`src/rtl/latency_arbiter.sv`:
```
// latency_arbiter: round-robin arbiter and fixed-latency sequencer for a
// shared resource. It grants one requester, counts LATENCY ce-qualified
// clocks, then holds a level ack plus the captured 4-bit transaction id until
// the owner drops its request.
//
// Optional feature: define LATENCY_ARB_B2B_EN to re-arbitrate on the release
// edge, so a new owner is granted with no dead cycle in between.
//
// Ports:
//   clk_i   clock (rising edge)
//   rst_ni  asynchronous active-low reset
//   ce_i    clock enable; all state holds while low
//   req_i   [NREQ]    per-requester request (may drop at any time = abort)
//   id_i    [4*NREQ]  per-requester transaction id, requester n at [4n+3:4n]
//   gnt_o   [NREQ]    one-hot grant (resource mux select)
//   ack_o   [NREQ]    one-hot ack to the owner
//   id_o    [4]       captured id while an ack is high, else 0
//   busy_o            high while waiting on latency or acking
module latency_arbiter #(
  parameter int unsigned NREQ    = 4,
  parameter int unsigned LATENCY = 3
) (
  input  logic              clk_i,
  input  logic              rst_ni,
  input  logic              ce_i,
  input  logic [NREQ-1:0]   req_i,
  input  logic [4*NREQ-1:0] id_i,
  output logic [NREQ-1:0]   gnt_o,
  output logic [NREQ-1:0]   ack_o,
  output logic [3:0]        id_o,
  output logic              busy_o
);

  localparam int unsigned IW = (NREQ > 1) ? $clog2(NREQ) : 1;
  localparam int unsigned CW = 4;
  localparam int unsigned IDW = 4;

  typedef enum logic [1:0] {
    S_IDLE = 2'd0,
    S_WAIT = 2'd1,
    S_ACK  = 2'd2
  } state_t;

  state_t           state_q, state_d;
  logic [IW-1:0]    owner_q, owner_d;
  logic [IW-1:0]    rr_q, rr_d;
  logic [CW-1:0]    cnt_q, cnt_d;
  logic [IDW-1:0]   cap_q, cap_d;
  logic [NREQ-1:0]  gnt_q, gnt_d;
  logic [NREQ-1:0]  ack_q, ack_d;
  logic [IDW-1:0]   id_q, id_d;
  logic             busy_q, busy_d;

  logic [NREQ-1:0]  req_m;
  logic             arb_found;
  logic [IW-1:0]    arb_win;
  logic [IDW-1:0]   arb_id;
  logic [IW-1:0]    arb_rr_next;
  int unsigned      idx;

  // Requests eligible for arbitration; with back-to-back enabled the
  // releasing owner is masked out on its own release edge.
  always_comb begin
    req_m = req_i;
`ifdef LATENCY_ARB_B2B_EN
    if (state_q == S_ACK) begin
      req_m[owner_q] = 1'b0;
    end
`endif
  end

  // Round-robin search upward from rr_q, wrapping modulo NREQ.
  always_comb begin
    arb_found = 1'b0;
    arb_win   = '0;
    idx       = 0;
    for (int unsigned i = 0; i < NREQ; i++) begin
      idx = 32'(rr_q) + i;
      if (idx >= NREQ) idx = idx - NREQ;
      if (!arb_found && req_m[IW'(idx)]) begin
        arb_found = 1'b1;
        arb_win   = IW'(idx);
      end
    end
  end

  // Id mux and next pointer for the arbitration winner.
  always_comb begin
    arb_id = '0;
    for (int unsigned n = 0; n < NREQ; n++) begin
      if (arb_win == IW'(n)) arb_id = id_i[4*n +: 4];
    end
    arb_rr_next = (32'(arb_win) == NREQ - 1) ? '0 : IW'(32'(arb_win) + 1);
  end

  // Next-state and next-output logic; every output is registered below.
  always_comb begin
    state_d = state_q;
    owner_d = owner_q;
    rr_d    = rr_q;
    cnt_d   = cnt_q;
    cap_d   = cap_q;
    gnt_d   = gnt_q;
    ack_d   = ack_q;
    id_d    = id_q;
    busy_d  = busy_q;

    if (ce_i) begin
      unique case (state_q)
        S_IDLE: begin
          if (arb_found) begin
            state_d = S_WAIT;
            owner_d = arb_win;
            rr_d    = arb_rr_next;
            cnt_d   = CW'(LATENCY - 1);
            cap_d   = arb_id;
            gnt_d   = NREQ'(1) << arb_win;
          end
        end
        S_WAIT: begin
          if (!req_i[owner_q]) begin
            // Abort: no ack, pointer stays advanced past the aborted owner.
            state_d = S_IDLE;
            gnt_d   = '0;
          end else if (cnt_q == '0) begin
            state_d = S_ACK;
            ack_d   = gnt_q;
            id_d    = cap_q;
          end else begin
            cnt_d = cnt_q - CW'(1);
          end
        end
        S_ACK: begin
          if (!req_i[owner_q]) begin
            state_d = S_IDLE;
            gnt_d   = '0;
            ack_d   = '0;
            id_d    = '0;
`ifdef LATENCY_ARB_B2B_EN
            if (arb_found) begin
              state_d = S_WAIT;
              owner_d = arb_win;
              rr_d    = arb_rr_next;
              cnt_d   = CW'(LATENCY - 1);
              cap_d   = arb_id;
              gnt_d   = NREQ'(1) << arb_win;
            end
`endif
          end
        end
        default: state_d = S_IDLE;
      endcase
      busy_d = (state_d != S_IDLE);
    end
  end

  // State and output registers.
  always_ff @(posedge clk_i or negedge rst_ni) begin
    if (!rst_ni) begin
      state_q <= S_IDLE;
      owner_q <= '0;
      rr_q    <= '0;
      cnt_q   <= '0;
      cap_q   <= '0;
      gnt_q   <= '0;
      ack_q   <= '0;
      id_q    <= '0;
      busy_q  <= 1'b0;
    end else begin
      state_q <= state_d;
      owner_q <= owner_d;
      rr_q    <= rr_d;
      cnt_q   <= cnt_d;
      cap_q   <= cap_d;
      gnt_q   <= gnt_d;
      ack_q   <= ack_d;
      id_q    <= id_d;
      busy_q  <= busy_d;
    end
  end

  assign gnt_o  = gnt_q;
  assign ack_o  = ack_q;
  assign id_o   = id_q;
  assign busy_o = busy_q;

endmodule

```
`config.mk`:
```
export PLATFORM = sky130hd
export DESIGN_NAME = latency_arbiter
export DESIGN_NICKNAME = d
export VERILOG_FILES = /design/src/rtl/latency_arbiter.sv
export SDC_FILE = /design/constraint.sdc
export NUM_CORES = 1
export LEC_CHECK = 0
export ABC_AREA = 1
export BUFFER_PORTS_ARGS = -buffer_cell sky130_fd_sc_hd__buf_2
export CAP_MARGIN = 20
export CORE_ASPECT_RATIO = 1.2
export CORE_UTILIZATION = 55
export DETAILED_ROUTE_END_ITERATION = 8
export HOLD_SLACK_MARGIN = 0.12
export PLACE_DENSITY = 0.78
export SETUP_SLACK_MARGIN = 0.05
export SLEW_MARGIN = 15
export SYNTH_ARGS = -nofsm -noshare
export SYNTH_HDL_FRONTEND = slang
export SYNTH_SLANG_ARGS = --single-unit
```
`constraint.sdc`:
```
create_clock -name clk_i -period 3 [get_ports clk_i]
set_clock_uncertainty 0.15 [all_clocks]
set_input_delay 0.3 -clock clk_i [delete_from_list [all_inputs] [get_ports clk_i]]
set_output_delay 0.3 -clock clk_i [all_outputs]
set_load 0.02 [all_outputs]
```
==> summary.txt <==
Drt
  – # DRC: 0
  – Post-Route WL: 3740 um
  – Detail Route Antenna Nets: 0
  – Via density: 5.13
  – Drt first pass iters: 6
  – DRT iter0 DRCs: 53
  – Total number of vias: 1673
  – Wire per inst: 11.5 um

Worst hold path
  – Hold path cells: 5
  – Hold Startpoint: id_i[13]
  – WHS Endpoint: cap_q[1]
  – Worst hold path type: in2reg

GRT
  – GRT overflow: 0
  – Most Used Layer, Global Route: met2
  – Initial antenna violation count: 0
  – GRT met1 Usage: 0.293
  – Gr usage total: 0.230
  – Met2 Use GR: 0.393
  – Pin count of the biggest net entering global routing: 28
  – Vias in the first global route: 1501
  – Global-route wire length before repair: 6160 um
  – Met3 GRT Util: 0.0255

Logic synthesis
  – Mux cell area share after synthesis: 0
  – Synth Register Bits: 27
  – Asr flop ratio synth: 1.00
  – Distinct cells, synth: 28
  – Main synth FF type: dfrtp_1
  – Compound-Gate Fraction of Synth Area: 0.146
  – Syn nets: 285
  – Synth Area in XOR/XNOR: 0.00941
  – Syn Inst Count: 252
  – Avg Synthesized Cell Area: 7.39 um^2
  – Number of synthesized flops with an enable pin: 0
  – Post-Synth Simple-Gate Area: 0.328
  – Adder-Cell Fraction of Synth Area: 0.0672
  – Sequential-to-total area share from yosys stat: 0.363
  – Synthesized area: 1860 um^2
  – Synth warnings: 0
  – Main combinational cell family by area after synthesis: simple AND/OR/NAND/NOR gates

Power and ir drop
  – Sequential power share: 0.246
  – Clock share of power: 0.066
  – PD cells: 1200 nW/um^2
  – NetSw: 1360 uW
  – Internal power: 1170 uW
  – Power share of the combinational group: 0.689
  – Maximum VDD drop: 0.000773 V
  – Pleak: 0.00114 uW
  – Switching Share: 0.537

STA
  – Fin. max-slew vios: 0
  – Minimum clock period: 2600 ps
  – Unrepaired setup endpoints after global routing: false
  – FMAX: 385 MHz
  – Endpoints failing hold: 0
  – Hold slack: 140 ps
  – Slew margin rel.: 0.508
  – Worst-margin pin slew: 730 ps
  – Fin Setup TNS: 0 ps
  – Fin crit share: 0.865
  – Final setup violating endpoints: 0

Setup path
  – Most used cell, CP: nand2_1
  – Register-to-register setup slack: 400 ps
  – CP endpoint kind: flop
  – Max incr delay on CP: 530 ps
  – Worst EP required: 3130 ps
  – Reg-to-Reg Start: rr_q[0]
  – Setup CP Type: reg2reg
  – CP Launch Type: flop
  – Worst R2R Path Depth: 16
  – Crit-path max FO: 9
  – Cell Chain, Critical Path: inv_8 > nand2_1 > nand2_1 > nor2_1 > nor2_2 > nand3_4 > nand3_1 > inv_1 > ha_1 > inv_1 > nand3_1 > nand2_1 > o21ai_0 > o21ai_0 > nand2_2 > o21ai_2
  – CP max-delay cell: dfrtp_2
  – CP startpoint: rr_q[0]
  – Worst Path Arrival: 2730 ps
  – RR Endpoint: cap_q[3]

Floorplanning
  – Die area: 3620 um^2
  – # rows: 22
  – Core area: 3140 um^2
  – Initial core utilization: 0.593
  – Io pins: 36
  – Chip width: 55.1 um
  – Chip Height: 65.7 um

Layout
  – Fraction of layout cells with a size suffix above 1: 0.248
  – Fillers: 298
  – Final core area utilization: 0.673
  – Area growth syn-to-layout: 13.5%
  – Nets: 324
  – ANT cells: 0

Clock network
  – CTS tree: built
  – CTS Buf Count: 3
  – Clock Latency Late Sink: 340 ps
  – CTS clock-pin slew for the worst setup and hold paths: 160 ps
  – Num Clock Sinks: 27
  – Clock root buffer master: clkbuf_4
  – H-tree depth: 1
  – Clock Tree Buf Depth: 2
  – Setup repair bufs after CTS: 0

Placement
  – Gpl congestion: 0.894
  – Port buffer count: 35
  – DPL Wire Length: 2940 um

Run
  – Max-Cap Viols: 0

Outcome
  – Outcome: finished, final reports clean
## cells in the final DEF (no fill, tap or decap), drive strengths merged, types with 6 or more instances in the layout
cell	Yosys	layout
a21oi	6	6
buf	3	35
dfrtp	27	27
ha	10	10
inv	33	33
nand2	93	93
nand3	17	17
nor2	11	11
o21ai	43	43
## cell usage after synthesis, types with 2 or more instances
master | n | share of area
a21oi_1 | 6 | 0.016
buf_6 | 2 | 0.012
dfrtp_1 | 27 | 0.36
ha_1 | 10 | 0.067
inv_1 | 30 | 0.060
inv_2 | 2 | 0.0040
nand2_1 | 76 | 0.15
nand2_2 | 15 | 0.050
nand2_4 | 2 | 0.012
nand3_1 | 15 | 0.040
nand4_1 | 2 | 0.0067
nor2_1 | 8 | 0.016
o21ai_0 | 38 | 0.10
o21ai_2 | 5 | 0.024
## through the flow
stage | instances | cell area, um^2 | worst slack, ps | power, uW
global route | 326 | 2110 | 143 | 2830
global placement | 319 | 2050 | 382 | 2340
finish | 326 | 2110 | 404 | 2530
detailed placement | 319 | 2050 | 341 | 2360
CTS | 326 | 2110 | 297 | 2530
floorplan | 252 | 1860 | 723 | 2030
## repair_timing
action	4_1_cts	5_1_grt
gates resized for setup	0	1
hold buffers	3	0
setup endpoints to repair	0	4
endpoints found under the hold margin	30	0
## layout make-up
class | instances | area, um^2 | area share
clock buffers | 3 | 22.5 | 0.0107
well taps | 36 | 45.0 | 0.0213
repair buffers | 38 | 205 | 0.0971
clock inverters | 1 | 7.51 | 0.00355
flip-flops and latches | 27 | 677 | 0.320
inverters | 33 | 131 | 0.0622
multi-input cells | 188 | 1020 | 0.485
## layer usage
layer	share of wire	routed length [um]
met1	0.47	1770
met2	0.49	1820
met3	0.027	102
met5	0	0
met4	0.013	48
## flip-flops by register name, indices dropped and copies added, names as in the netlist
| register | flops |
|---|---|
| busy_o | 1 |
| cap_q | 4 |
| ack_o | 4 |
| owner_q | 2 |
| state_q | 2 |
| id_o | 4 |
| gnt_o | 4 |
| rr_q | 2 |
| cnt_q | 4 |
## worst max-delay path by stage
| stage | endpoint | slack (ps) | cells past startpoint |
|---|---|---|---|
| after global routing | cap_q[3] | 140 | 16 |
| after CTS | cap_q[3] | 300 | 15 |
| after detailed placement | cap_q[3] | 340 | 15 |
| final | cap_q[3] | 400 | 16 |
| after global placement | cap_q[3] | 380 | 15 |
| after floorplan | cap_q[3] | 720 | 17 |
## power groups by stage
| stage | Clock (uW) | Combinational [uW] | Sequential, uW |
|---|---|---|---|
| 3_5_place_dp | 0 | 1730 | 629 |
| 3_3_place_gp | 0 | 1710 | 621 |
| 2_1_floorplan | 0 | 1360 | 667 |
| 4_1_cts | 169 | 1750 | 620 |
| 6_report | 167 | 1740 | 621 |
| 5_1_grt | 183 | 2000 | 642 |
## worst max-delay path, delay by kind of cell (launching register included)
family	cells	cell delay [ps]
flip-flops	1	530
AO/OA/AOI/OAI	3	320
adder cells (fa/ha/maj)	1	250
AND/OR/NAND/NOR	9	960
buffers and inverters	3	330
## kinds of logic (layout without fill, tap and decap cells)
kind of cell | after synthesis | count (layout)
buffers and inverters | 37 | 75
AO/OA/AOI/OAI | 50 | 50
flip-flops | 27 | 27
XOR/XNOR | 2 | 2
adder cells (fa/ha/maj) | 10 | 10
AND/OR/NAND/NOR | 126 | 126
No activity file was read; power rests on OpenSTA's default activity.
